**src/rtl/bomb_pkg.sv**
```systemverilog
// bomb_pkg: shared encodings, glyphs and helpers for the
// bomb-defusal timing and display core.
package bomb_pkg;

  typedef enum logic [1:0] {
    GS_IDLE   = 2'd0,
    GS_PREARM = 2'd1,
    GS_DEFUSE = 2'd2,
    GS_END    = 2'd3
  } game_state_e;

  typedef enum logic [1:0] {
    CD_IDLE     = 2'd0,
    CD_PRE_RUN  = 2'd1,
    CD_PRE_DONE = 2'd2,
    CD_DEF_RUN  = 2'd3
  } cd_state_e;

  localparam int MAX_SECONDS = 30;

  // Row 0 in the top byte, bit 7 of each byte is the leftmost column.
  localparam logic [63:0] BOMB_GLYPH  = 64'h04_18_3C_7E_7E_7E_3C_18;
  localparam logic [63:0] SMILE_GLYPH = 64'h3C_42_A5_81_A5_99_42_3C;
  localparam logic [63:0] BOOM_GLYPH  = 64'h99_5A_3C_FF_FF_3C_5A_99;

  function automatic logic [7:0] glyph_row(
    input logic [63:0] g,
    input logic [2:0]  r
  );
    logic [63:0] s;
    s = g << (8 * r);
    return s[63:56];
  endfunction

  function automatic logic [4:0] clamp_secs(input logic [4:0] s);
    return (s > 5'(MAX_SECONDS)) ? 5'(MAX_SECONDS) : s;
  endfunction

endpackage

```
**src/rtl/bomb_timer_display_debounce.sv**
```systemverilog
// debounce_filter: 2-flop synchronizer plus a stability counter
// that accepts a new level only after it has held long enough.
module debounce_filter
  import bomb_pkg::*;
#(
  parameter int DEBOUNCE_CYC = 20000
) (
  input  logic clk,
  input  logic rst,
  input  logic raw,
  output logic level
);

  localparam int CW = $clog2(DEBOUNCE_CYC + 1);

  logic          s1;
  logic          s2;
  logic [CW-1:0] cnt;

  // Synchronize, then count consecutive cycles of disagreement.
  always_ff @(posedge clk) begin
    if (rst) begin
      s1    <= 1'b0;
      s2    <= 1'b0;
      level <= 1'b0;
      cnt   <= '0;
    end else begin
      s1 <= raw;
      s2 <= s1;
      if (s2 != level) begin
        if (cnt == CW'(DEBOUNCE_CYC - 1)) begin
          level <= s2;
          cnt   <= '0;
        end else begin
          cnt <= cnt + 1'b1;
        end
      end else begin
        cnt <= '0;
      end
    end
  end

endmodule

```
**src/rtl/bomb_timer_display.sv**
```systemverilog
// bomb_timer_display: debouncer, two-phase seconds countdown and
// LED-matrix animator (animator built only with BOMB_CARTOON_EN).
module bomb_timer_display
  import bomb_pkg::*;
#(
  parameter int CLK_HZ       = 1000000,
  parameter int DEBOUNCE_CYC = 20000,
  parameter int SCAN_CYC     = 1000
) (
  input  logic       clk,
  input  logic       rst,
  input  logic       btn_raw,
  output logic       btn_level,
  input  logic [1:0] game_state,
  input  logic [4:0] countdown_times,
  input  logic       success,
  output logic [4:0] leave_times,
  output logic [1:0] countdown_state,
  output logic [7:0] row,
  output logic [7:0] red,
  output logic [7:0] green
);

  localparam int TW = $clog2(CLK_HZ + 1);

  game_state_e   gs;
  cd_state_e     cs;
  cd_state_e     ns;
  logic [4:0]    lt;
  logic [4:0]    lt_n;
  logic [4:0]    load_val;
  logic [TW-1:0] tick_cnt;
  logic          tick_done;
  logic          tick_clr;

  assign gs              = game_state_e'(game_state);
  assign load_val        = clamp_secs(countdown_times);
  assign tick_done       = (tick_cnt == TW'(CLK_HZ - 1));
  assign leave_times     = lt;
  assign countdown_state = cs;

  debounce_filter #(
    .DEBOUNCE_CYC(DEBOUNCE_CYC)
  ) u_deb (
    .clk  (clk),
    .rst  (rst),
    .raw  (btn_raw),
    .level(btn_level)
  );

  // One-second tick counter, restarted on every load.
  always_ff @(posedge clk) begin
    if (rst || tick_clr || tick_done) tick_cnt <= '0;
    else                              tick_cnt <= tick_cnt + 1'b1;
  end

  // Countdown state and seconds register.
  always_ff @(posedge clk) begin
    if (rst) begin
      cs <= CD_IDLE;
      lt <= '0;
    end else begin
      cs <= ns;
      lt <= lt_n;
    end
  end

  // Countdown next state: idle/end override, then per-phase behaviour.
  always_comb begin
    ns       = cs;
    lt_n     = lt;
    tick_clr = 1'b0;
    if (gs == GS_IDLE) begin
      ns       = CD_IDLE;
      lt_n     = '0;
      tick_clr = 1'b1;
    end else if (gs == GS_END) begin
      ns = CD_IDLE;
    end else begin
      unique case (cs)
        CD_IDLE: begin
          if (gs == GS_PREARM) begin
            lt_n     = load_val;
            tick_clr = 1'b1;
            ns       = CD_PRE_RUN;
          end
        end
        CD_PRE_RUN: begin
          if (lt == '0) begin
            ns = CD_PRE_DONE;
          end else if (tick_done) begin
            lt_n = lt - 5'd1;
            if (lt == 5'd1) ns = CD_PRE_DONE;
          end
        end
        CD_PRE_DONE: begin
          if (gs == GS_DEFUSE) begin
            tick_clr = 1'b1;
            if (load_val == '0) begin
              lt_n = '0;
              ns   = CD_IDLE;
            end else begin
              lt_n = load_val;
              ns   = CD_DEF_RUN;
            end
          end
        end
        CD_DEF_RUN: begin
          if (lt == '0) begin
            ns = CD_IDLE;
          end else if (tick_done) begin
            lt_n = lt - 5'd1;
            if (lt == 5'd1) ns = CD_IDLE;
          end
        end
      endcase
    end
  end

`ifdef BOMB_CARTOON_EN
  localparam int HALF = CLK_HZ / 2;
  localparam int SW   = $clog2(SCAN_CYC + 1);
  localparam int BW   = $clog2(HALF + 1);

  logic [2:0]    r;
  logic [SW-1:0] scan_cnt;
  logic [BW-1:0] blink_cnt;
  logic          blink_on;
  logic [3:0]    fuse_n;
  logic [7:0]    fuse;
  logic [7:0]    body;
  logic [7:0]    red_n;
  logic [7:0]    green_n;

  // Row scan index advances every SCAN_CYC cycles.
  always_ff @(posedge clk) begin
    if (rst) begin
      r        <= '0;
      scan_cnt <= '0;
    end else if (scan_cnt == SW'(SCAN_CYC - 1)) begin
      r        <= r + 3'd1;
      scan_cnt <= '0;
    end else begin
      scan_cnt <= scan_cnt + 1'b1;
    end
  end

  // Half-second blink phase, restarting "on" whenever the end state is entered.
  always_ff @(posedge clk) begin
    if (rst || gs != GS_END) begin
      blink_cnt <= '0;
      blink_on  <= 1'b1;
    end else if (blink_cnt == BW'(HALF - 1)) begin
      blink_cnt <= '0;
      blink_on  <= ~blink_on;
    end else begin
      blink_cnt <= blink_cnt + 1'b1;
    end
  end

  // Column bytes for the current row.
  always_comb begin
    red_n   = '0;
    green_n = '0;
    fuse_n  = (lt > 5'd8) ? 4'd8 : lt[3:0];
    fuse    = ~(8'hFF >> fuse_n);
    body    = glyph_row(BOMB_GLYPH, r);
    unique case (gs)
      GS_IDLE: begin
      end
      GS_PREARM: begin
        green_n = body;
      end
      GS_DEFUSE: begin
        if (lt > 5'd5) green_n = body;
        else           red_n   = body;
        if (r == 3'd0) red_n = red_n | fuse;
      end
      GS_END: begin
        if (success)       green_n = glyph_row(SMILE_GLYPH, r);
        else if (blink_on) red_n   = glyph_row(BOOM_GLYPH, r);
      end
    endcase
  end

  // Registered matrix drive.
  always_ff @(posedge clk) begin
    if (rst) begin
      row   <= 8'hFE;
      red   <= '0;
      green <= '0;
    end else begin
      row   <= ~(8'b1 << r);
      red   <= red_n;
      green <= green_n;
    end
  end
`else
  logic unused_anim;

  assign unused_anim = success ^ (SCAN_CYC == 0);
  assign row         = 8'hFF;
  assign red         = 8'h00;
  assign green       = 8'h00;
`endif

endmodule

```
**config.mk**
```make
export PLATFORM = sky130hd
export DESIGN_NAME = bomb_timer_display
export DESIGN_NICKNAME = d
export VERILOG_FILES = /design/src/rtl/bomb_pkg.sv /design/src/rtl/bomb_timer_display_debounce.sv /design/src/rtl/bomb_timer_display.sv
export SDC_FILE = /design/constraint.sdc
export NUM_CORES = 1
export LEC_CHECK = 0
export CORE_ASPECT_RATIO = 1.2
export CORE_MARGIN = 1.5
export CORE_UTILIZATION = 45
export CTS_CLUSTER_SIZE = 12
export DETAILED_ROUTE_END_ITERATION = 10
export GPL_TIMING_DRIVEN = 0
export HOLD_SLACK_MARGIN = 0.1
export PLACE_DENSITY = 0.73
export SLEW_MARGIN = 5
export SYNTH_ARGS = -nofsm -noshare
export SYNTH_HDL_FRONTEND = slang
export SYNTH_SLANG_ARGS = --single-unit
```
**constraint.sdc**
```tcl
create_clock -name clk -period 2.05 [get_ports clk]
set_input_delay 0.615 -clock clk [delete_from_list [all_inputs] [get_ports clk]]
set_output_delay 0.615 -clock clk [all_outputs]
set_load 0.005 [all_outputs]
```
==> run metrics <==
outcome=completed; Fillers=458; DRT antenna net count=0; num ports=43; # port buffers=16; vias per cell=4.72; DRT Wirelength=3870 um; Slew HR=0.612; Syn Area/Cell=8.63 um2; via count=1760; clock buffer depth=2; measured slew at the worst slew-check pin=0.578 ns; Hold Slack=0.460 ns; Top Family by Delay on Critical Path=simple AND/OR/NAND/NOR gates; DRT Pass-1 Iters=4; Synth Flop Type=dfxtp_1; vias in the first global route=1542; Buffers & Inverters on Critical Path=1; endpoints failing setup=0; die height=81.7 um; Final Max Slew Viols=0; Setup crit end kind=flip-flop; placed insts=367; worst path arrival time=2.16 ns; Starting Density=0.470; Worst Path Required=2.25 ns; synth warn=0; GRT overflow=0; Post-synth EDFFs=0; Yosys reg bits=45; clock sink total=45; skew final=0.00573 ns; worst setup margin=0.0962 ns; max-cap violation count=0; crit-path max FO=8; Die X=68.6 um; Worst path max stage delay=0.60 ns; WL/cell=10.4 um; CTS Root Cell=clkbuf_8; Hold Fails Final Rpt=0; Seq. cell area=901 um2; Post-Syn Instances=269; fin crit share=0.953; pwr dens=575 nW/um2; Clock Latency Late Sink=0.29 ns; largest net degree at the start of global routing=13; CTS tree=yes; Total GRT Usage=0.155; placer congestion estimate=0.776; IR drop worst, VDD=0.000443 V; fraction of layout cells with a size suffix above 1=0.131; ys async rst share=0; dpl ws=-0.315 ns; antenna cells=0; post-route DRC violation count=0; Final Non-Filler Cells=373; cts hold-fix bufs=0; library cells used by synthesis=40; H-tree Lvls=2; cts bufs inserted=5; RSZ-0062 raised after global routing=true; # nets final=329; core area=4940 um2; post-layout minimum cycle time=1.95 ns; Crit-path slowest cell=or4b_2; number of cell rows=28; DRT iter0 DRCs=60; initial antenna violation count=0; commonest non-fill, non-tap cell in the layout=nor2_1; Setup CP Type=input pin to flip-flop; Post CTS Setup Buffer Count=0; CP Launch Type=input pin; sequential share of the synthesized area=0.388; multi-input logic area=1280 um2; Static Leak=1.01 nW; clock-pin slew on the worst setup and hold paths=0.07 ns; worst hold path type=flip-flop to flip-flop; critical-path cell list=clkdlybuf4s50_1 > nor2b_1 > a21oi_1 > or4b_2 > o31ai_1; synth-to-layout area growth=17.0%; DP Wirelength=2850 um; first-pass GRT wire length=6560 um; fmax=512 MHz; most frequent cells in the layout=49 x nor2_1, 45 x dfxtp_1, 24 x buf_4, 24 x conb_1, 19 x xor2_1; Netlist Area Pre-Place=2320 um2; die area=5600 um2
==> worst register-to-register path, stage by stage (launching register included) <==
cell and delay [ns]:
dfxtp_1 0.42, inv_1 0.08, ha_1 0.24, or4b_1 0.19, nand3_1 0.14, o31ai_4 0.37
mux2i_1 0.25, nor2_1 0.06
==> metrics by stage <==
step	util	instance area, um2	total power [W]	setup TNS, ns
2_1_floorplan	-	2400	0.00104	0
3_3_place_gp	0.534	2640	0.00109	-6.78
3_5_place_dp	0.534	2640	0.00109	-6.79
4_1_cts	0.549	2710	0.00159	0
5_1_grt	0.550	2720	0.00165	-0.246
6_report	0.550	2720	0.00156	0
==> cell families (layout without fill, tap and decap cells) <==
family,Yosys count,after routing,synth area share
buffers and inverters,35,57,0.0970
AOI/OAI and AO/OA,20,20,0.0587
muxes,4,4,0.0172
and+or+nand+nor,124,124,0.282
other,2,24,0.00323
xor gates and xnor gates,35,35,0.132
DFF,45,45,0.388
adders and majority gates,4,4,0.0216
==> Yosys cell counts (2+ instances only) <==
library cell	count	share of area
nor3_1	10	0.022
xor2_1	19	0.072
conb_1	2	0.0032
and2_1	2	0.0054
xnor2_1	16	0.060
and3_1	5	0.013
nor3b_1	2	0.0065
a211oi_1	3	0.0097
nand4_1	9	0.024
nor4b_4	2	0.020
nor2_1	49	0.079
buf_2	3	0.0065
nand3_1	16	0.034
buf_4	24	0.078
o21ai_0	5	0.011
nor2b_1	6	0.016
inv_1	6	0.0097
clkbuf_1	2	0.0032
ha_1	4	0.022
dfxtp_1	45	0.39
mux2i_1	4	0.017
and4_1	2	0.0075
nand2_1	12	0.019
a21oi_1	5	0.011
==> cell type report <==
| cell class | instances | area share |
|---|---|---|
| plain buffers | 29 | 0.0746 |
| clock buffers | 5 | 0.0253 |
| clock inverters | 1 | 0.00184 |
| inverters | 6 | 0.00829 |
| multi-input cells | 211 | 0.472 |
| flip-flops and latches | 45 | 0.331 |
| well taps | 60 | 0.0276 |
| repair buffers | 16 | 0.0589 |
==> final timing paths <==
kind,startpoint,end,slack (ns),cells after the start
max,game_state[1],countdown_state[1],0.1,5
min,u_deb.s1,u_deb.s2,0.46,1
max reg2reg,leave_times[0],leave_times[2],0.19,7
min reg2reg,u_deb.s1,u_deb.s2,0.46,1
==> layer usage <==
metal  up-vias  GRT usage  part of all wire
met4         0     0.0780            0.0065
met3         2     0.0329             0.033
met2        18      0.264              0.49
met1       792      0.178              0.47
li1        948          -                 -
met5         -          0                 0
==> sequential cells by signal, indices dropped and copies added, names as in the netlist <==
| name | cells |
|---|---|
| countdown_state | 2 |
| u_deb.level | 1 |
| leave_times | 5 |
| u_deb.cnt | 15 |
| tick_cnt | 20 |
| u_deb.s1 | 1 |
| u_deb.s2 | 1 |
==> timing repair <==
action,CTS,global route
hold endpoints to repair,0,0
pin swaps,0,0
endpoints found under the setup margin,1,20
gates resized for setup,1,1
==> report_power, final <==
| group | switching [W] | total, W | internal (W) |
|---|---|---|---|
| Sequential | 0.0000143 | 0.000900 | 0.000885 |
| Combinational | 0.0000787 | 0.000171 | 0.0000922 |
| Clock | 0.000269 | 0.000493 | 0.000224 |
Power figures use the tool's default switching activity.
